--- src/rtl/rbcp_pkg.sv ---
// Shared RBCP definitions: bus widths and the offset-decode result used by register banks.
package rbcp_pkg;

    localparam int RBCP_AW = 32;
    localparam int RBCP_DW = 8;

    typedef enum logic [1:0] {
        SEL_RW    = 2'd0,
        SEL_RO    = 2'd1,
        SEL_PULSE = 2'd2,
        SEL_NONE  = 2'd3
    } rbcp_sel_e;

    // Offsets below the bank base wrap to large values and fall out as SEL_NONE.
    function automatic rbcp_sel_e rbcp_decode(input logic [RBCP_AW-1:0] off,
                                              input int unsigned n_rw,
                                              input int unsigned n_ro);
        rbcp_sel_e sel;
        if (off < n_rw)
            sel = SEL_RW;
        else if (off < n_rw + n_ro)
            sel = SEL_RO;
        else if (off == n_rw + n_ro)
            sel = SEL_PULSE;
        else
            sel = SEL_NONE;
        return sel;
    endfunction

endpackage

--- src/rtl/rbcp_pulse_gen.sv ---
// One stretched command pulse: a load (re)arms a down-counter, output is high while it is nonzero.
module rbcp_pulse_gen #(
    parameter logic [7:0] PULSE_LEN = 8'd4
) (
    input  logic CLK,
    input  logic RST,
    input  logic load,
    output logic pulse
);

    localparam logic [7:0] LOAD_VAL = (PULSE_LEN == 8'd0) ? 8'd1 : PULSE_LEN;

    logic [7:0] cnt_q;

    always_ff @(posedge CLK or negedge RST) begin
        if (!RST)
            cnt_q <= '0;
        else if (load)
            cnt_q <= LOAD_VAL;
        else if (cnt_q != 8'd0)
            cnt_q <= cnt_q - 8'd1;
    end

    assign pulse = (cnt_q != 8'd0);

endmodule

--- src/rtl/rbcp_reg_bank.sv ---
// RBCP byte register bank: RW registers, RO status bytes and self-clearing command pulses.
// Optional build macro RBCP_SNAPSHOT_EN: reading the first RO offset latches all RO inputs into a shadow.
module rbcp_reg_bank
    import rbcp_pkg::*;
#(
    parameter logic [31:0]       BASE_ADDR = 32'h0000_0100,
    parameter int                N_RW      = 16,
    parameter int                N_RO      = 8,
    parameter int                N_PULSE   = 8,
    parameter logic [7:0]        PULSE_LEN = 8'd4,
    parameter logic [8*N_RW-1:0] RW_RESET  = '0
) (
    input  logic                 CLK,
    input  logic                 RST,
    input  logic                 RBCP_ACT,
    input  logic [RBCP_AW-1:0]   RBCP_ADDR,
    input  logic [RBCP_DW-1:0]   RBCP_WD,
    input  logic                 RBCP_WE,
    input  logic                 RBCP_RE,
    output logic                 RBCP_ACK,
    output logic [RBCP_DW-1:0]   RBCP_RD,
    output logic [8*N_RW-1:0]    REG_RW_OUT,
    output logic [N_RW-1:0]      WR_STROBE,
    input  logic [8*N_RO-1:0]    REG_RO_IN,
    output logic [N_PULSE-1:0]   PULSE_OUT
);

    localparam logic [31:0] RO_BASE = 32'(N_RW);

    logic [RBCP_AW-1:0] offset;
    rbcp_sel_e          sel;
    logic               accept, do_wr, do_rd;
    logic               ack_q;
    logic [7:0]         rd_q, rd_next;
    logic [8*N_RW-1:0]  rw_q;
    logic [N_RW-1:0]    strobe_q;
    logic [8*N_RO-1:0]  ro_view;

    assign offset = RBCP_ADDR - BASE_ADDR;
    assign sel    = rbcp_decode(offset, N_RW, N_RO);

    // Strobes during the ACK cycle are dropped; WE wins over RE.
    assign accept = RBCP_ACT & (RBCP_WE | RBCP_RE) & (sel != SEL_NONE) & ~ack_q;
    assign do_wr  = accept & RBCP_WE;
    assign do_rd  = accept & RBCP_RE & ~RBCP_WE;

`ifdef RBCP_SNAPSHOT_EN
    logic [8*N_RO-1:0] shadow_q;

    always_ff @(posedge CLK or negedge RST) begin
        if (!RST)
            shadow_q <= '0;
        else if (do_rd && sel == SEL_RO && offset == RO_BASE)
            shadow_q <= REG_RO_IN;
    end

    always_comb begin
        ro_view      = shadow_q;
        ro_view[7:0] = REG_RO_IN[7:0];
    end
`else
    assign ro_view = REG_RO_IN;
`endif

    always_comb begin
        rd_next = '0;
        for (int i = 0; i < N_RW; i++)
            if (sel == SEL_RW && offset == 32'(i))
                rd_next = rw_q[i*8 +: 8];
        for (int j = 0; j < N_RO; j++)
            if (sel == SEL_RO && offset == 32'(N_RW + j))
                rd_next = ro_view[j*8 +: 8];
        if (sel == SEL_PULSE)
            rd_next = 8'(PULSE_OUT);
    end

    always_ff @(posedge CLK or negedge RST) begin
        if (!RST) begin
            ack_q    <= 1'b0;
            rd_q     <= '0;
            rw_q     <= RW_RESET;
            strobe_q <= '0;
        end else begin
            ack_q <= accept;
            rd_q  <= do_rd ? rd_next : 8'h00;
            for (int i = 0; i < N_RW; i++) begin
                strobe_q[i] <= do_wr && sel == SEL_RW && offset == 32'(i);
                if (do_wr && sel == SEL_RW && offset == 32'(i))
                    rw_q[i*8 +: 8] <= RBCP_WD;
            end
        end
    end

    for (genvar k = 0; k < N_PULSE; k++) begin : g_pulse
        rbcp_pulse_gen #(.PULSE_LEN(PULSE_LEN)) u_pulse (
            .CLK   (CLK),
            .RST   (RST),
            .load  (do_wr && sel == SEL_PULSE && RBCP_WD[k]),
            .pulse (PULSE_OUT[k])
        );
    end

    assign RBCP_ACK   = ack_q;
    assign RBCP_RD    = rd_q;
    assign REG_RW_OUT = rw_q;
    assign WR_STROBE  = strobe_q;

endmodule

--- config.mk ---
export PLATFORM = sky130hd
export DESIGN_NAME = rbcp_reg_bank
export DESIGN_NICKNAME = d
export VERILOG_FILES = /design/src/rtl/rbcp_pkg.sv /design/src/rtl/rbcp_pulse_gen.sv /design/src/rtl/rbcp_reg_bank.sv
export SDC_FILE = /design/constraint.sdc
export NUM_CORES = 1
export LEC_CHECK = 0
export ABC_AREA = 1
export CAP_MARGIN = 30
export CORE_MARGIN = 2
export CORE_UTILIZATION = 51
export DETAILED_ROUTE_END_ITERATION = 8
export GPL_ROUTABILITY_DRIVEN = 1
export PLACE_DENSITY = 0.9
export SLEW_MARGIN = 20
export SYNTH_ARGS = -nofsm -noshare
export SYNTH_HDL_FRONTEND = slang
export SYNTH_SLANG_ARGS = --single-unit
export TNS_END_PERCENT = 1
--- constraint.sdc ---
create_clock -name CLK -period 2.6 [get_ports CLK]
set_input_delay 0.52 -clock CLK [delete_from_list [all_inputs] [get_ports CLK]]
set_output_delay 0.52 -clock CLK [all_outputs]
set_load 0.03 [all_outputs]
==> results.tsv, run 1 <==
stage	metric	value	unit
global_route	grt_antenna_before_repair	0	
detailed_routing	top_layer	met4	
detailed_routing	routedWlPerCell	21.5	um
global_route	grt_max_degree	55	
setup_path	critPathRequiredTime	3020	ps
detailed_routing	via_count	14100	
timing	finClkSkew	26.6	ps
timing	hold_viol	0	
pwr	p_per_area	421	nW/um2
timing	setup_ws	-1420	ps
detailed_routing	wl_met1	17600	um
floorplanning	die_h	155	um
floorplanning	rows	55	
yosys	synth_top_area_share	46.7	%
clocking	cts_tree	built	
global_route	grt_pass1_vias	13700	
timing	post-route-period-util	155	%
yosys	synth.largest_area_cell	dfrtp_1	
yosys	netlist_top_cells_area	dfrtp_1 47%, nand2_1 12%, nor2_1 6.6%	
status	violations	negative setup slack	
setup_path	crit_top_cell	nand2_1	
global_route	grt_overflow	0	
detailed_routing	firstDrtPassIters	6	
yosys	synthArstFlopShare	100	%
floorplanning	ios	270	
yosys	syn-num-nets	1636	
yosys	synthesis.area	11600	um2
pwr	ir_drop	467	uV
yosys	avgSynthCellArea	7.68	um2
layout	multi_input_area	6120	um2
timing	fin_tns_setup	-60570	ps
clocking	clkTransAtPathRegs	60	ps
global_route	grt_first_pass_wirelength	74200	um
global_route	track_usage	39.4	%
hold_path	hp-class	flop to flop	
timing	report.final.slew_viol_count	0	
yosys	syn_inst	1514	
layout	fin_area	18100	um2
yosys	synth_flop_cell	dfrtp_1	
place	dpl-instance-area	16200	um2
run	maxCapViolCount	0	
yosys	ys_types	47	
yosys	yosys_warnings	0	
layout	ff_latch_area	5430	um2
setup_path	crit_fanout	6	
layout	area_delta_synth_final	55.8	%
setup_path	max_stage_delay	270	ps
setup_path	cp_slowest_cell	dlygate4sd2_1	
pwr	p_total	7620	uW
detailed_routing	drtAntennaViolNets	0	
floorplanning	chipWidth	155	um
clocking	clock_latency	530	ps
detailed_routing	drtIter0Drc	1876	
floorplanning	start_util	51.7	%
setup_path	worstSetupPathType	primary input to flop	
yosys	yosys_register_bits	217	
place	port_buffers	269	
clocking	cts_buffers	23	
clocking	cts_root_buf	clkbuf_16	
timing	max_freq	249	MHz
layout	n_antenna_cell	0	
layout	layout-drive-gt1-share	25.1	%
timing	min_period	4020	ps
layout	nets	2140	
timing	slew_headroom	62.3	%
layout	fillerInstances	1245	
detailed_routing	drt_wl_total	49900	um
floorplanning	fp.dieArea	24000	um2
setup_path	cp.arrival	4440	ps
status	status	complete, but fails checks	
floorplanning	core_area	22500	um2
clocking	cts.sinks	217	
setup_path	crit_family	simple AND/OR/NAND/NOR gates	
timing	rsz0062_at_grt	true	
yosys	synth_seq_area_share	46.7	%
clocking	cts_buffer_depth	3	
detailed_routing	wl_met2	22500	um
timing	setup_violations	202	
pwr	p_leak	0.00819	uW
detailed_routing	vias_per_cell	6.07	
detailed_routing	drc	0	
setup_path	critPathCaptureType	flop	
setup_path	rrSetupSlack	-300	ps
setup_path	critPathBufInv	4	
place	gp_congestion	0.954	
yosys	synth_edf_count	0	
clocking	h-tree-depth	1	
place	hpwl	31600	um
setup_path	start_kind	primary input	
timing	tightestPinTransition	563	ps
detailed_routing	route.met3.wl	6060	um
==> registers in the layout, indices dropped and copies added, names as in the netlist <==
| name | cells |
|---|---|
| RBCP_RD | 8 |
| g_pulse.u_pulse.cnt_q | 64 |
| REG_RW_OUT | 128 |
| RBCP_ACK | 1 |
| WR_STROBE | 16 |
==> area by class of cell <==
class,count,area share (%)
sequential,217,30.0
inverter,147,3.32
multi-input combinational,1102,33.8
clock buffer,31,3.62
clock inverter,10,0.898
tap,285,1.97
timing repair buffer,527,26.4
==> worst paths after layout <==
check                      depth (start not counted)                         from                           to
setup / recovery                                  32                RBCP_ADDR[26]                   RBCP_RD[5]
hold / removal                                     1  g_pulse[4].u_pulse.cnt_q[6]  g_pulse[4].u_pulse.cnt_q[6]
setup reg to reg                                  34                REG_RW_OUT[6]                   RBCP_RD[6]
hold reg to reg                                    1  g_pulse[4].u_pulse.cnt_q[6]  g_pulse[4].u_pulse.cnt_q[6]
max in group asynchronous                          3                          RST              REG_RW_OUT[126]
min in group asynchronous                          2                          RST               REG_RW_OUT[52]
==> worst reg2reg max path, delay by kind of cell (launching register included) <==
kind                   cells  cell delay [ps]
AOI/OAI and AO/OA          1              110
buffers and inverters      1               70
DFF                        1              410
and+or+nand+nor           32             2270
==> metal layers <==
| metal | up-vias | track usage [%] |
|---|---|---|
| met3 | 309 | 10.5 |
| met4 | 0 | 23.2 |
| met1 | 6622 | 49.2 |
| met5 | - | 0 |
| li1 | 6028 | - |
| met2 | 1117 | 61.7 |
==> placed cells by master (no fill, tap or decap), types with 5 or more instances in the layout <==
| cell | Yosys | routed |
|---|---|---|
| a21oi_1 | 83 | 81 |
| clkbuf_8 | 0 | 6 |
| clkdlybuf4s50_1 | 0 | 234 |
| nor2_2 | 14 | 31 |
| o21ai_2 | 0 | 6 |
| clkbuf_16 | 0 | 23 |
| buf_12 | 0 | 10 |
| nor2_1 | 204 | 150 |
| nand2_1 | 361 | 327 |
| clkinv_1 | 6 | 6 |
| nand2_4 | 3 | 7 |
| buf_4 | 8 | 236 |
| nand4_1 | 28 | 28 |
| nor4_1 | 10 | 5 |
| nor2_4 | 7 | 44 |
| dfrtp_1 | 217 | 217 |
| dlymetal6s2s_1 | 0 | 7 |
| a211oi_1 | 16 | 15 |
| a31oi_1 | 11 | 11 |
| inv_2 | 7 | 8 |
| nor3_1 | 24 | 17 |
| nand2_2 | 3 | 33 |
| dlygate4sd2_1 | 0 | 5 |
| ha_1 | 13 | 11 |
| o21ai_0 | 152 | 126 |
| nand3_1 | 74 | 63 |
| a311oi_1 | 11 | 11 |
| nor3_2 | 0 | 6 |
| inv_4 | 0 | 16 |
| xor2_1 | 19 | 16 |
| o21ai_1 | 3 | 23 |
| nand3_2 | 4 | 12 |
| inv_1 | 133 | 115 |
| buf_2 | 4 | 10 |
| buf_6 | 1 | 14 |
| xnor2_1 | 9 | 7 |
| o211ai_1 | 21 | 21 |
==> cell usage after synthesis (2+ instances only) <==
cell,n
nand4_1,28
nor2_8,2
a21o_1,2
or2_0,3
a311oi_1,11
nand3b_1,3
a31oi_1,11
a211oi_1,16
nand2_1,361
o221ai_1,2
inv_1,133
nor2_4,7
inv_2,7
o21ai_0,152
a221oi_1,2
clkbuf_1,35
a21oi_1,83
o22ai_1,3
o211ai_1,21
nor4_1,10
xnor2_1,9
ha_1,13
or2_2,5
buf_4,8
clkinv_1,6
buf_2,4
o21ai_1,3
nand3_2,4
nand2_2,3
xor2_1,19
nor2_2,14
nor2_1,204
nor3_1,24
nor4b_1,2
nand3_1,74
dfrtp_1,217
nand2_4,3
==> per-stage QoR <==
step	instances	util, %	setup slack (ps)	hold slack, ps
detailed placement	2223	71.9	-2230	456
floorplan	1514	-	-814	224
finish	2319	80.5	-1420	467
global placement	2223	71.9	-2090	448
CTS	2310	78.7	-1040	464
global route	2319	80.5	-1510	499
==> power breakdown <==
part           switching (uW)  internal [uW]  leakage [uW]  total (uW)
clock                    1440           2170      0.000402        3620
combinational             339            288       0.00493         627
sequential        0.000000143           3380       0.00286        3380
==> kinds of logic after synthesis <==
group           synth area share, %
simple gates                   28.2
compound gates                 14.9
flops                          46.7
buf+inv                        6.67
xor+xnor                       2.11
fa+ha+maj                      1.40
==> timing repair <==
action,CTS,global route
endpoints found under the setup margin,224,222
pin swaps,46,53
buffers inserted,44,10
gates resized for setup,210,132
endpoints found under the hold margin,50,0
hold buffers,1,0
cloned,1,0
Note: power is estimated with default switching activity, not from simulation.
==> run 2: changes to the inputs <==
--- a/config.mk
+++ b/config.mk
@@ -8,10 +8,10 @@
 export ABC_AREA = 1
 export CAP_MARGIN = 30
 export CORE_MARGIN = 2
-export CORE_UTILIZATION = 51
+export CORE_UTILIZATION = 35
 export DETAILED_ROUTE_END_ITERATION = 8
 export GPL_ROUTABILITY_DRIVEN = 1
-export PLACE_DENSITY = 0.9
+export PLACE_DENSITY = 0.68
 export SLEW_MARGIN = 20
 export SYNTH_ARGS = -nofsm -noshare
 export SYNTH_HDL_FRONTEND = slang
==> run 2 against run 1 <==
The flow still finishes with violations (negative setup slack). First-iteration DRC count down 52%. Global-route usage decreased by 14 points. Setup slack improved by 280 ps. Core utilization shrank 24 points. Critical path depth up 4. Wire length is 10% lower. Clock-buffer cell count decreased by 2. Critical path type unchanged.
==> results.tsv, run 2 (synthesis gave the netlist of run 1 again) <==
stage	metric	value	unit	change
timing	slew_headroom	59.6	%	-2.7 points
detailed_routing	drc	0		unchanged
place	dpl_worst_slack	-2150	ps	+78.8 ps
clocking	cts_root_buf	clkbuf_16		
layout	fin_util	56.3	%	-24 points
layout	layout-drive-gt1-share	24.7	%	-0.39 points
clocking	h-tree-depth	1		unchanged
timing	tightestPinTransition	605	ps	+41.9 ps
setup_path	critical_path.startpoint	RBCP_ADDR[16]		
setup_path	cp.arrival	4130	ps	-310 ps
hold_path	hp-class	flop to flop		
detailed_routing	firstDrtPassIters	6		unchanged
place	port_buffers	269		unchanged
hold_path	hold_start	g_pulse[4].u_pulse.cnt_q[6]		
timing	rsz0062_at_grt	true		
place	hpwl	33400	um	+5.5%
status	violations	negative setup slack		
clocking	clock_latency	510	ps	-20 ps
floorplanning	chipWidth	186	um	+20%
timing	min_period	3740	ps	-282 ps
floorplanning	die_h	186	um	+20%
global_route	grt_antenna_before_repair	2		+2
detailed_routing	drtIter0Drc	909		-52%
layout	nets	2126		-0.65%
layout	area_delta_synth_final	58.1	%	
detailed_routing	routedWlPerCell	18.2	um	-15%
global_route	grt_max_degree	64		+16%
clocking	cts_buffer_depth	3		unchanged
timing	max_freq	267	MHz	+7.5%
setup_path	crit_family	simple AND/OR/NAND/NOR gates		
place	dpl-instance-area	16400	um2	+1.2%
setup_path	crit_top_cell	nand2_1		
layout	mostFrequentLayoutCells	331 x nand2_1, 236 x clkdlybuf4s50_1, 217 x dfrtp_1, 212 x buf_4, 145 x nor2_1		
status	status	complete, but fails checks		
global_route	grt_first_pass_wirelength	67300	um	-9.3%
floorplanning	rows	66		+20%
layout	largest_register_ffs	128		unchanged
floorplanning	start_util	35.6	%	-16 points
clocking	cts.sinks	217		unchanged
floorplanning	fp.dieArea	34700	um2	+44%
timing	setup_ws	-1140	ps	+282 ps
pwr	p_leak	0.00815	uW	-0.55%
timing	setup_violations	209		+3.5%
clocking	cts_buffers	24		+4.3%
layout	final_common_cell	nand2_1		
layout	multi_input_area	6200	um2	+1.3%
detailed_routing	drtAntennaViolNets	0		unchanged
timing	report.final.slew_viol_count	0		unchanged
place	gp_congestion	0.929		-2.6%
timing	hold_viol	0		unchanged
setup_path	start_kind	primary input		
layout	fin_area	18400	um2	+1.5%
run	maxCapViolCount	0		unchanged
layout	ff_latch_area	5430	um2	unchanged
global_route	track_usage	25.1	%	-14 points
floorplanning	ios	270		unchanged
clocking	cts_tree	built		
setup_path	cp_slowest_cell	a211oi_2		
floorplanning	core_area	32600	um2	+45%
pwr	ir_drop	334	uV	-28%
setup_path	critPathBufInv	6		+2
layout	fillerInstances	2901		+130%
setup_path	r2r_start	REG_RW_OUT[1]		
timing	fin_tns_setup	-47830	ps	+12740 ps
global_route	grt_overflow	0		unchanged
setup_path	critPathRequiredTime	2990	ps	-30 ps
detailed_routing	via_count	12500		-11%
setup_path	crit_fanout	6		unchanged
detailed_routing	vias_per_cell	5.07		-17%
timing	finClkSkew	7.91	ps	-18.7 ps
timing	whs	467	ps	-0.335 ps
pwr	p_per_area	413	nW/um2	-1.9%
setup_path	worstSetupPathType	primary input to flop		
setup_path	critPathCaptureType	flop		
timing	post-route-period-util	144	%	-11 points
setup_path	max_stage_delay	230	ps	-40 ps
clocking	clkTransAtPathRegs	60	ps	about the same
detailed_routing	drt_wl_total	44800	um	-10%
global_route	grt_pass1_vias	12100		-12%
==> run 2: layout make-up <==
type	instances	share of cell area (%)
inverters	147	3.27
flip-flops and latches	217	29.5
clock inverters	15	0.892
diodes	2	0.0272
repair buffers	512	25.9
clock buffers	29	3.65
well taps	442	3.01
multi-input cells	1102	33.7
==> run 2: timing repair <==
action	in CTS	in global routing
setup endpoints to repair	222	221
setup buffers	24	14
pin swaps	71	44
gates resized for setup	295	103
hold endpoints to repair	58	0
gates cloned	1	0
hold buffers	1	0
==> run 2: worst paths after layout <==
path / endpoint / slack [ps] / depth (start not counted)
max: RBCP_RD[1] / -1140 / 36
min: g_pulse[4].u_pulse.cnt_q[6] / 470 / 1
max reg2reg: RBCP_RD[1] / 20 / 20
min reg2reg: g_pulse[4].u_pulse.cnt_q[6] / 470 / 1
max in group asynchronous: g_pulse[1].u_pulse.cnt_q[3] / 1280 / 3
min in group asynchronous: WR_STROBE[6] / 550 / 2
==> run 2: layer usage <==
metal  routed length (um)  vias to the layer above  part of all wire, %  track usage (%)
met5                    0                        -                    0                0
met4                 1840                        0                  4.1             9.64
met3                 3290                       94                  7.3             3.54
met2                20300                      472                   45             40.0
met1                19400                     5917                   43             34.6
li1                     -                     6010                    -                -
==> run 2: per-stage QoR <==
step	instances	total power (uW)
after CTS	2451	7600
after detailed placement	2382	4000
after global placement	2382	4000
after floorplan	1514	3560
final	2466	7590
after global routing	2466	7810
==> run 2: power by group <==
group	switching, uW	internal, uW	leakage [uW]	total [uW]
clock	1430	2140	0.000417	3580
combinational	338	295	0.00487	633
sequential	0.000000234	3380	0.00286	3380
